[src/rtl/fp_posit_acc.sv]
`default_nettype none
// +----------------------------------------------------------------------------+
// | fp_posit_acc                                                               |
// | Dot-product accumulator for the fp_posit_mul product stream. Optional      |
// | saturation is enabled with `define FP_POSIT_ACC_SAT_EN.                    |
// | Revision: 1.0                                                              |
// +----------------------------------------------------------------------------+
module fp_posit_acc #(
   parameter int EXP_WIDTH = 5,
   parameter int MAN_W     = 14,
   parameter int MAN_FRAC  = 12,
   parameter int ACC_WIDTH = 32,
   parameter int ACC_FRAC  = 16,
   parameter int LEN_WIDTH = 8
) (
   input  logic                 clk,
   input  logic                 rst,
   input  logic                 start,
   input  logic [LEN_WIDTH-1:0] len,
   input  logic                 in_valid,
   input  logic                 sign_in,
   input  logic [EXP_WIDTH-1:0] exp_in,
   input  logic [MAN_W-1:0]     man_in,
   input  logic                 zero_in,
   input  logic                 nar_in,
   output logic                 busy,
   output logic [ACC_WIDTH-1:0] acc_out,
   output logic                 acc_valid,
   output logic                 nar_out,
   output logic                 ovf_out
);

   localparam int c_AW = ACC_WIDTH + MAN_W;
   localparam logic [ACC_WIDTH-1:0] c_NAR = {1'b1, {(ACC_WIDTH-1){1'b0}}};
`ifdef FP_POSIT_ACC_SAT_EN
   localparam logic [ACC_WIDTH-1:0] c_MAX = {1'b0, {(ACC_WIDTH-1){1'b1}}};
`endif

   localparam logic [1:0] c_IDLE  = 2'd0;
   localparam logic [1:0] c_ACCUM = 2'd1;
   localparam logic [1:0] c_DRAIN = 2'd2;
   localparam logic [1:0] c_DONE  = 2'd3;

   logic [1:0]           r_state;
   logic [LEN_WIDTH-1:0] r_count;
   logic                 r_busy;
   logic                 r_acc_valid;
   logic                 r_nar;
   logic                 r_ovf;
   logic [ACC_WIDTH-1:0] r_acc;
   logic                 r_term_v;
   logic                 r_term_nar;
   logic                 r_term_ovf;
   logic [ACC_WIDTH-1:0] r_term;

   int                   w_sh;
   logic [c_AW-1:0]      w_mag;
   logic signed [c_AW:0] w_term_wide;
   logic                 w_rng;
   logic [ACC_WIDTH-1:0] w_term;
   logic [ACC_WIDTH:0]   w_sum;
   logic                 w_add_ovf;
   logic [ACC_WIDTH-1:0] w_acc_next;

   // Stage 1: align the product onto the accumulator's binary point
   always_comb begin
      w_sh  = int'($signed(exp_in)) + (ACC_FRAC - MAN_FRAC);
      w_mag = '0;
      if (w_sh >= 0)
         w_mag = c_AW'(man_in) << w_sh;
      else
         w_mag = c_AW'(man_in) >> (-w_sh);
      w_term_wide = sign_in ? -$signed({1'b0, w_mag}) : $signed({1'b0, w_mag});
      // In range only when every bit above the accumulator sign bit matches it
      w_rng  = !((&w_term_wide[c_AW:ACC_WIDTH-1]) || (~|w_term_wide[c_AW:ACC_WIDTH-1]));
      w_term = w_term_wide[ACC_WIDTH-1:0];
`ifdef FP_POSIT_ACC_SAT_EN
      if (w_rng)
         w_term = sign_in ? c_NAR : c_MAX;
`endif
      if (nar_in || zero_in) begin
         w_term = '0;
         w_rng  = 1'b0;
      end
   end

   // Stage 2: add with one guard bit for overflow detection
   always_comb begin
      w_sum      = {r_acc[ACC_WIDTH-1], r_acc} + {r_term[ACC_WIDTH-1], r_term};
      w_add_ovf  = w_sum[ACC_WIDTH] ^ w_sum[ACC_WIDTH-1];
      w_acc_next = w_sum[ACC_WIDTH-1:0];
`ifdef FP_POSIT_ACC_SAT_EN
      if (w_add_ovf)
         w_acc_next = w_sum[ACC_WIDTH] ? c_NAR : c_MAX;
`endif
   end

   always_ff @(posedge clk or negedge rst) begin
      if (!rst) begin
         r_state     <= c_IDLE;
         r_count     <= '0;
         r_busy      <= 1'b0;
         r_acc_valid <= 1'b0;
         r_nar       <= 1'b0;
         r_ovf       <= 1'b0;
         r_acc       <= '0;
         r_term_v    <= 1'b0;
         r_term_nar  <= 1'b0;
         r_term_ovf  <= 1'b0;
         r_term      <= '0;
      end else begin
         r_acc_valid <= 1'b0;
         r_term_v    <= 1'b0;
         case (r_state)
            c_IDLE: begin
               if (start) begin
                  r_acc      <= '0;
                  r_nar      <= 1'b0;
                  r_ovf      <= 1'b0;
                  r_term     <= '0;
                  r_term_nar <= 1'b0;
                  r_term_ovf <= 1'b0;
                  r_count    <= len;
                  r_busy     <= 1'b1;
                  r_state    <= (len == '0) ? c_DONE : c_ACCUM;
               end
            end
            c_ACCUM: begin
               if (in_valid) begin
                  r_term_v   <= 1'b1;
                  r_term     <= w_term;
                  r_term_nar <= nar_in;
                  r_term_ovf <= w_rng;
                  r_count    <= r_count - 1'b1;
                  if (r_count == LEN_WIDTH'(1))
                     r_state <= c_DRAIN;
               end
            end
            c_DRAIN: r_state <= c_DONE;
            c_DONE: begin
               r_acc_valid <= 1'b1;
               r_busy      <= 1'b0;
               r_state     <= c_IDLE;
            end
            default: r_state <= c_IDLE;
         endcase
         if (r_term_v) begin
            r_acc <= w_acc_next;
            if (r_term_nar)
               r_nar <= 1'b1;
            if (r_term_ovf || w_add_ovf)
               r_ovf <= 1'b1;
         end
      end
   end

   assign busy      = r_busy;
   assign acc_valid = r_acc_valid;
   assign nar_out   = r_nar;
   assign ovf_out   = r_ovf;
   assign acc_out   = r_nar ? c_NAR : r_acc;

endmodule
`default_nettype wire

[config.mk]
export PLATFORM = sky130hd
export DESIGN_NAME = fp_posit_acc
export DESIGN_NICKNAME = d
export VERILOG_FILES = /design/src/rtl/fp_posit_acc.sv
export SDC_FILE = /design/constraint.sdc
export NUM_CORES = 1
export LEC_CHECK = 0
export ABC_AREA = 0
export CAP_MARGIN = 20
export CELL_PAD_IN_SITES_DETAIL_PLACEMENT = 0
export CELL_PAD_IN_SITES_GLOBAL_PLACEMENT = 1
export CORE_ASPECT_RATIO = 1.1
export CORE_MARGIN = 1
export CORE_UTILIZATION = 30
export DETAILED_ROUTE_END_ITERATION = 6
export PLACE_DENSITY = 0.56
export SYNTH_ARGS = -nofsm -noshare
export SYNTH_HDL_FRONTEND = slang
export SYNTH_SLANG_ARGS = --single-unit
export TNS_END_PERCENT = 20
[constraint.sdc]
create_clock -name clk -period 4.7 [get_ports clk]
set_input_delay 0.94 -clock clk [delete_from_list [all_inputs] [get_ports clk]]
set_output_delay 0.94 -clock clk [all_outputs]
set_load 0.03 [all_outputs]
Yosys cells after proc, flatten, opt, wreduce, memory -nomap -nowiden

Cells that the tools add are included.

Flip-flop bits (word level): 81
Output and inout bits: 36
Logic and storage cells: 80

$add $sub $neg: 5
Shift-type cells: 2
$lt $le $gt $ge: 1
Eq/ne operators: 7
Bitwise logic cells: 1
Reductions and logical operators: 17
Multiplexer cells: 36

Operators with widths:

| kind                                                | count |
|---|---|
| 2-to-1 mux 32 bit                                   | 6 |
| case mux 32 bit (2 select lines)                    | 1 |
| 2-to-1 mux 47 bit                                   | 1 |
| negator 46 -> 47 bit                                | 1 |
| 2-to-1 mux 46 bit                                   | 1 |
| << shifter 14 x 32 -> 46 bit                        | 1 |
| >> shifter 14 x 32 -> 46 bit                        | 1 |
| adder 32 x 32 -> 33 bit                             | 1 |
| negator 6 -> 32 bit                                 | 1 |
| 2-to-1 mux 1 bit                                    | 16 |
| 2-to-1 mux 8 bit                                    | 2 |
| case mux 8 bit (2 select lines)                     | 1 |
| AND reduction 16 bit                                | 1 |
| OR reduction 16 bit                                 | 1 |
| equality test 8 x 1 -> 1 bit, second input constant | 1 |
| zero test 8 bit                                     | 1 |
| 2-to-1 mux 2 bit                                    | 4 |
| case mux 2 bit (4 select lines)                     | 1 |
| nonzero test 2 bit                                  | 4 |
| subtractor 8 x 1 -> 8 bit, second input constant    | 1 |
| adder 5 x 4 -> 6 bit, second input constant         | 1 |
| >= comparator 6 x 1 -> 1 bit, second input constant | 1 |
| inequality test 2 bit, second input constant        | 3 |
| case mux 1 bit (2 select lines)                     | 3 |
| other kinds (8)                                     | 14 |

Longest topological paths before layout

Depth after elaboration: 13
Gate-level depth with buffers: 22
Depth with buffers taken out: 18

Least setup slack after synthesis

Ideal clock, no wire load.

Path kind: input to register
Start: input exp_in[0]
End: register r_term_ovf
Stages on the path: 18
Setup time: 0.137 ns
Required time: 4.563 ns
Arrival: 5.026 ns
Path slack: -0.463 ns
Cells stage by stage: buf_6 -> buf_8 -> inv_1 -> ha_1 -> buf_2 -> buf_1 -> mux4_2 -> mux4_2 -> a31oi_2 -> and2_1 -> nand4_2 -> or2_4 -> or3_1 -> o21ai_0 -> xor2_1 -> a2111oi_0 -> and4_1 -> a221oi_2

Word-level cells in the longest chain between the ends: 13

RTL lines:

| element                             | line | source |
|---|---|---|
| start, declared                     | 22   | `input logic [EXP_WIDTH-1:0] exp_in,` |
| adder 5 x 4 -> 6 bit (*)            | 67   | `w_sh = int'($signed(exp_in)) + (ACC_FRAC - MAN_FRAC);` |
| negator 6 -> 32 bit                 | 72   | `w_mag = c_AW'(man_in) >> (-w_sh);` |
| >> shifter 14 x 32 -> 46 bit        | 72   |  |
| 2-to-1 mux 46 bit (*)               | 69   | `if (w_sh >= 0)` |
| negator 46 -> 47 bit                | 73   | `w_term_wide = sign_in ? -$signed({1'b0, w_mag}) : $signed({1'b0, w_mag});` |
| 2-to-1 mux 47 bit (*)               | 73   |  |
| OR reduction 16 bit                 | 75   | `w_rng = !((&w_term_wide[c_AW:ACC_WIDTH-1]) \|\| (~\|w_term_wide[c_AW:ACC_WIDTH-1]));` |
| zero test 1 bit                     | 75   |  |
| logical OR 1 bit (*)                | 75   |  |
| zero test 1 bit (*)                 | 75   |  |
| 2-to-1 mux 1 bit (*)                | 81   | `if (nar_in \|\| zero_in) begin` |
| 2-to-1 mux 1 bit (*)                | 129  | `if (in_valid) begin` |
| case mux 1 bit (2 select lines) (*) | 114  | `case (r_state)` |
| end signal, assigned                | 133  | `r_term_ovf <= w_rng;` |
| end, declared                       | 53   | `logic r_term_ovf;` |

Mark *: on every way between the ends. The rest lies on a longest branch, timed or not. The select of a mux whose other input is x is not followed.
A chain may end at the register's enable or synchronous reset.

Final worst setup path

Start: input exp_in[2]
End: register r_term_ovf

Same word-level chain as after synthesis.

==> impl_results.md <==
- Drt drc: 0
- Lkg Pwr: ~5.2 nW
- Routed wire length: ~28000 µm
- H-tree Lvls: 3
- Period utilization: between 90% and 100%
- Max Cap Viol: 0
- Setup TNS: 0 ps
- Die H: 177 µm
- Initial Utilization: 30.7%
- Root Driver: clkbuf_16
- Via count: roughly 8500
- CTS clk-pin slew, worst paths: ~60 ps
- HPWL Detailed: 21900 µm
- # clock sinks: 81
- Multi-input gate area: 6310 µm²
- Area post-placement: approximately 11000 µm²
- Final min period: 4680 ps
- Register area: 2030 µm²
- DRT antenna net count: 0
- Syn Area/Cell: 8.17 µm²
- RSZ-0062 raised after global routing: yes
- Util after Layout: 43.4%
- Initial antenna violation count: 0
- Yosys warns: 0
- Core Box Area: roughly 27000 µm²
- Syn_nets: between 1000 and 1500
- DR iter-0 viols: 420
- Finished Layout Cells: 1641
- Clk_lat worst skew: approximately 340 ps
- Worst setup EP type: flop
- First-pass GRT wire length: about 45000 µm
- Netlist cell types: 90
- CTS tree: built
- Drt pass-1 iters: 5
- Synthesized area: ~8300 µm²
- Final weighted congestion in routability-driven placement: between 0.8 and 0.9
- Critical path fanouts, max: 5
- PwrDens: 384 nW/µm²
- Hold_buf cts: 0
- Synth async-reset ratio: 100%
- WL per Instance: ~17 µm
- Worst path arrival time: 4890 ps
- Status: finished, final reports clean
- #FFs+latches synth: slightly above 80
- Hold Fails Final Rpt: 0
- DR top layer: met4
- Gate Count Post-Synth: about 1000
- Cell Rows: 63
- FILL cells: between 2000 and 3000
- Die footprint: roughly 28000 µm²
- Fmax: 214 MHz
- Layout cells sized above 1: 27.9%
- CP Class: in2reg
- Crit start category: input port
- Main synth FF type: dfrtp_1
- Finished layout cell area: 11800 µm²
- M1 WL: 12900 µm
- Via-to-Cell Ratio: slightly above 5
- Worst Tran Pin Value: between 800 and 900 ps
- Synth-to-layout area growth: 41.3%
- Nets@finish: approximately 1400
- Hold Path Class: reg2reg
- Clk_skew: about 14 ps
- Critical path required time: between 4000 and 5000 ps
- Met3 Wirelength: 530 µm
- Sequential fraction of the synthesis area: around 24%
- Worst IR Drop VDD: roughly 0.00027 V
- Final setup violation count: 0
- Cell total after placement: between 1500 and 2000
- Max clock buf depth: 2
- Number of synthesized flops with an enable pin: 0
- Num CTS Buffers: 9
- Slew Limit Headroom: approximately 45%
- Max Slew Vio Count: 0
- Met2 WL: around 14000 µm
- Vias in the first global route: between 8000 and 9000
- Die Wd: roughly 160 µm
- Ports: 70
- GRT Total Usage: about a fifth
- Port-buffer cells: about 70
- Largest net degree at the start of global routing: 51
- Diodes inserted: 0
- Gr ovfl total: 0
-- worst max-delay path: stages --
cell	delay [ps]
buf_12	120
ha_4	180
buf_6	120
o21ai_4	190
nand3_2	130
ha_4	270
nand4b_1	150
nor3_4	70
buf_6	130
and2_4	140
a32oi_1	180
o21ai_1	120
or4_4	560
or2_4	280
or3_4	430
o21ai_4	160
xnor2_2	100
a2111oi_2	330
and4_1	240
a221oi_2	40
-- logic make-up after synthesis --
family | Yosys count | share of synthesized area [%]
AOI/OAI and AO/OA | 308 | 23.7
xor gates and xnor gates | 69 | 7.26
muxes | 52 | 9.10
and+or+nand+nor | 391 | 24.4
DFF | 81 | 24.4
buffers and inverters | 68 | 3.73
adders and majority gates | 49 | 7.46
-- power by group --
group	switching, W	total (W)	leakage [nW]	internal (W)
combinational	0.00140	0.00251	3.97	0.00111
clock	0.000280	0.000851	0.173	0.000571
sequential	0.000217	0.00115	1.10	0.000933
total	0.00190	0.00451	5.24	0.00262
-- sequential cells by signal (all words and copies together), names as in the netlist --
| signal | flops |
|---|---|
| r_term_v | 1 |
| r_term | 32 |
| r_count | 8 |
| nar_out | 1 |
| busy | 1 |
| r_term_nar | 1 |
| r_state | 2 |
| ovf_out | 1 |
| acc_valid | 1 |
| r_acc | 32 |
| r_term_ovf | 1 |
-- metal layers --
| metal | global-route usage [%] | vias to the layer above |
|---|---|---|
| met1 | 25.7 | 4024 |
| met5 | 0 | - |
| li1 | - | 4292 |
| met4 | 6.96 | 0 |
| met3 | 1.45 | 44 |
| met2 | 34.6 | 151 |
-- synthesized netlist by cell type, types with 17 or more instances --
master | n | area, µm²
mux4_2 | 18 | 405
nor2b_1 | 39 | 244
xnor2_1 | 34 | 298
xor2_1 | 35 | 307
dfrtp_1 | 81 | 2030
a21oi_1 | 63 | 315
clkbuf_1 | 33 | 124
mux2i_1 | 25 | 250
nand3_1 | 35 | 175
o22ai_1 | 18 | 113
o21ai_0 | 103 | 515
nor2_1 | 50 | 188
ha_1 | 48 | 601
nand2_1 | 135 | 507
nand2b_1 | 19 | 119
a21o_1 | 17 | 128
-- cell type report --
cell class	count	area share (%)
Sequential cell	81	17.2
Inverter	16	0.575
Clock inverter	5	1.10
Timing Repair Buffer	303	21.7
Tap cell	357	3.80
Multi-Input combinational cell	869	53.7
Clock buffer	10	1.95
-- layout by cell type (no fill, tap or decap), types with 23 or more instances in the layout --
cell type	instances
dfrtp_1	81
nand2_1	133
xor2_1	34
clkdlybuf4s50_1	63
o21ai_0	99
ha_1	39
nor2b_1	39
buf_4	223
a21oi_1	62
mux2i_1	23
xnor2_1	33
nor2_1	47
nand3_1	28
-- worst paths after layout --
check,end,start,cells past startpoint,slack (ps)
max in group asynchronous,r_term[26]$_DFFE_PN0P_,rst,2,3190
worst min-delay path,r_term_nar$_DFFE_PN0P_,r_term_nar$_DFFE_PN0P_,2,480
worst max register to register,r_acc[30]$_DFFE_PN0P_,r_term[0]$_DFFE_PN0P_,15,750
min in group asynchronous,r_acc[1]$_DFFE_PN0P_,rst,1,610
worst max-delay path,r_term_ovf$_DFFE_PN0P_,exp_in[2],20,20
worst min register to register,r_term_nar$_DFFE_PN0P_,r_term_nar$_DFFE_PN0P_,2,480
-- through the flow --
stage                     total power, W  setup slack, ps  hold WS, ps
after floorplan                  0.00272             -124          440
after global placement           0.00359             -933          468
after detailed placement         0.00361            -1020          471
after CTS                        0.00452            -27.4          486
after global routing             0.00487             -268          519
final                            0.00451             17.9          484
-- repair_timing --
action | CTS | global route
resized for setup | 58 | 24
cloned | 1 | 0
endpoints found under the setup margin | 4 | 2
pin swaps | 23 | 29
buffers inserted | 34 | 2
(Power assumes the default switching activity.)
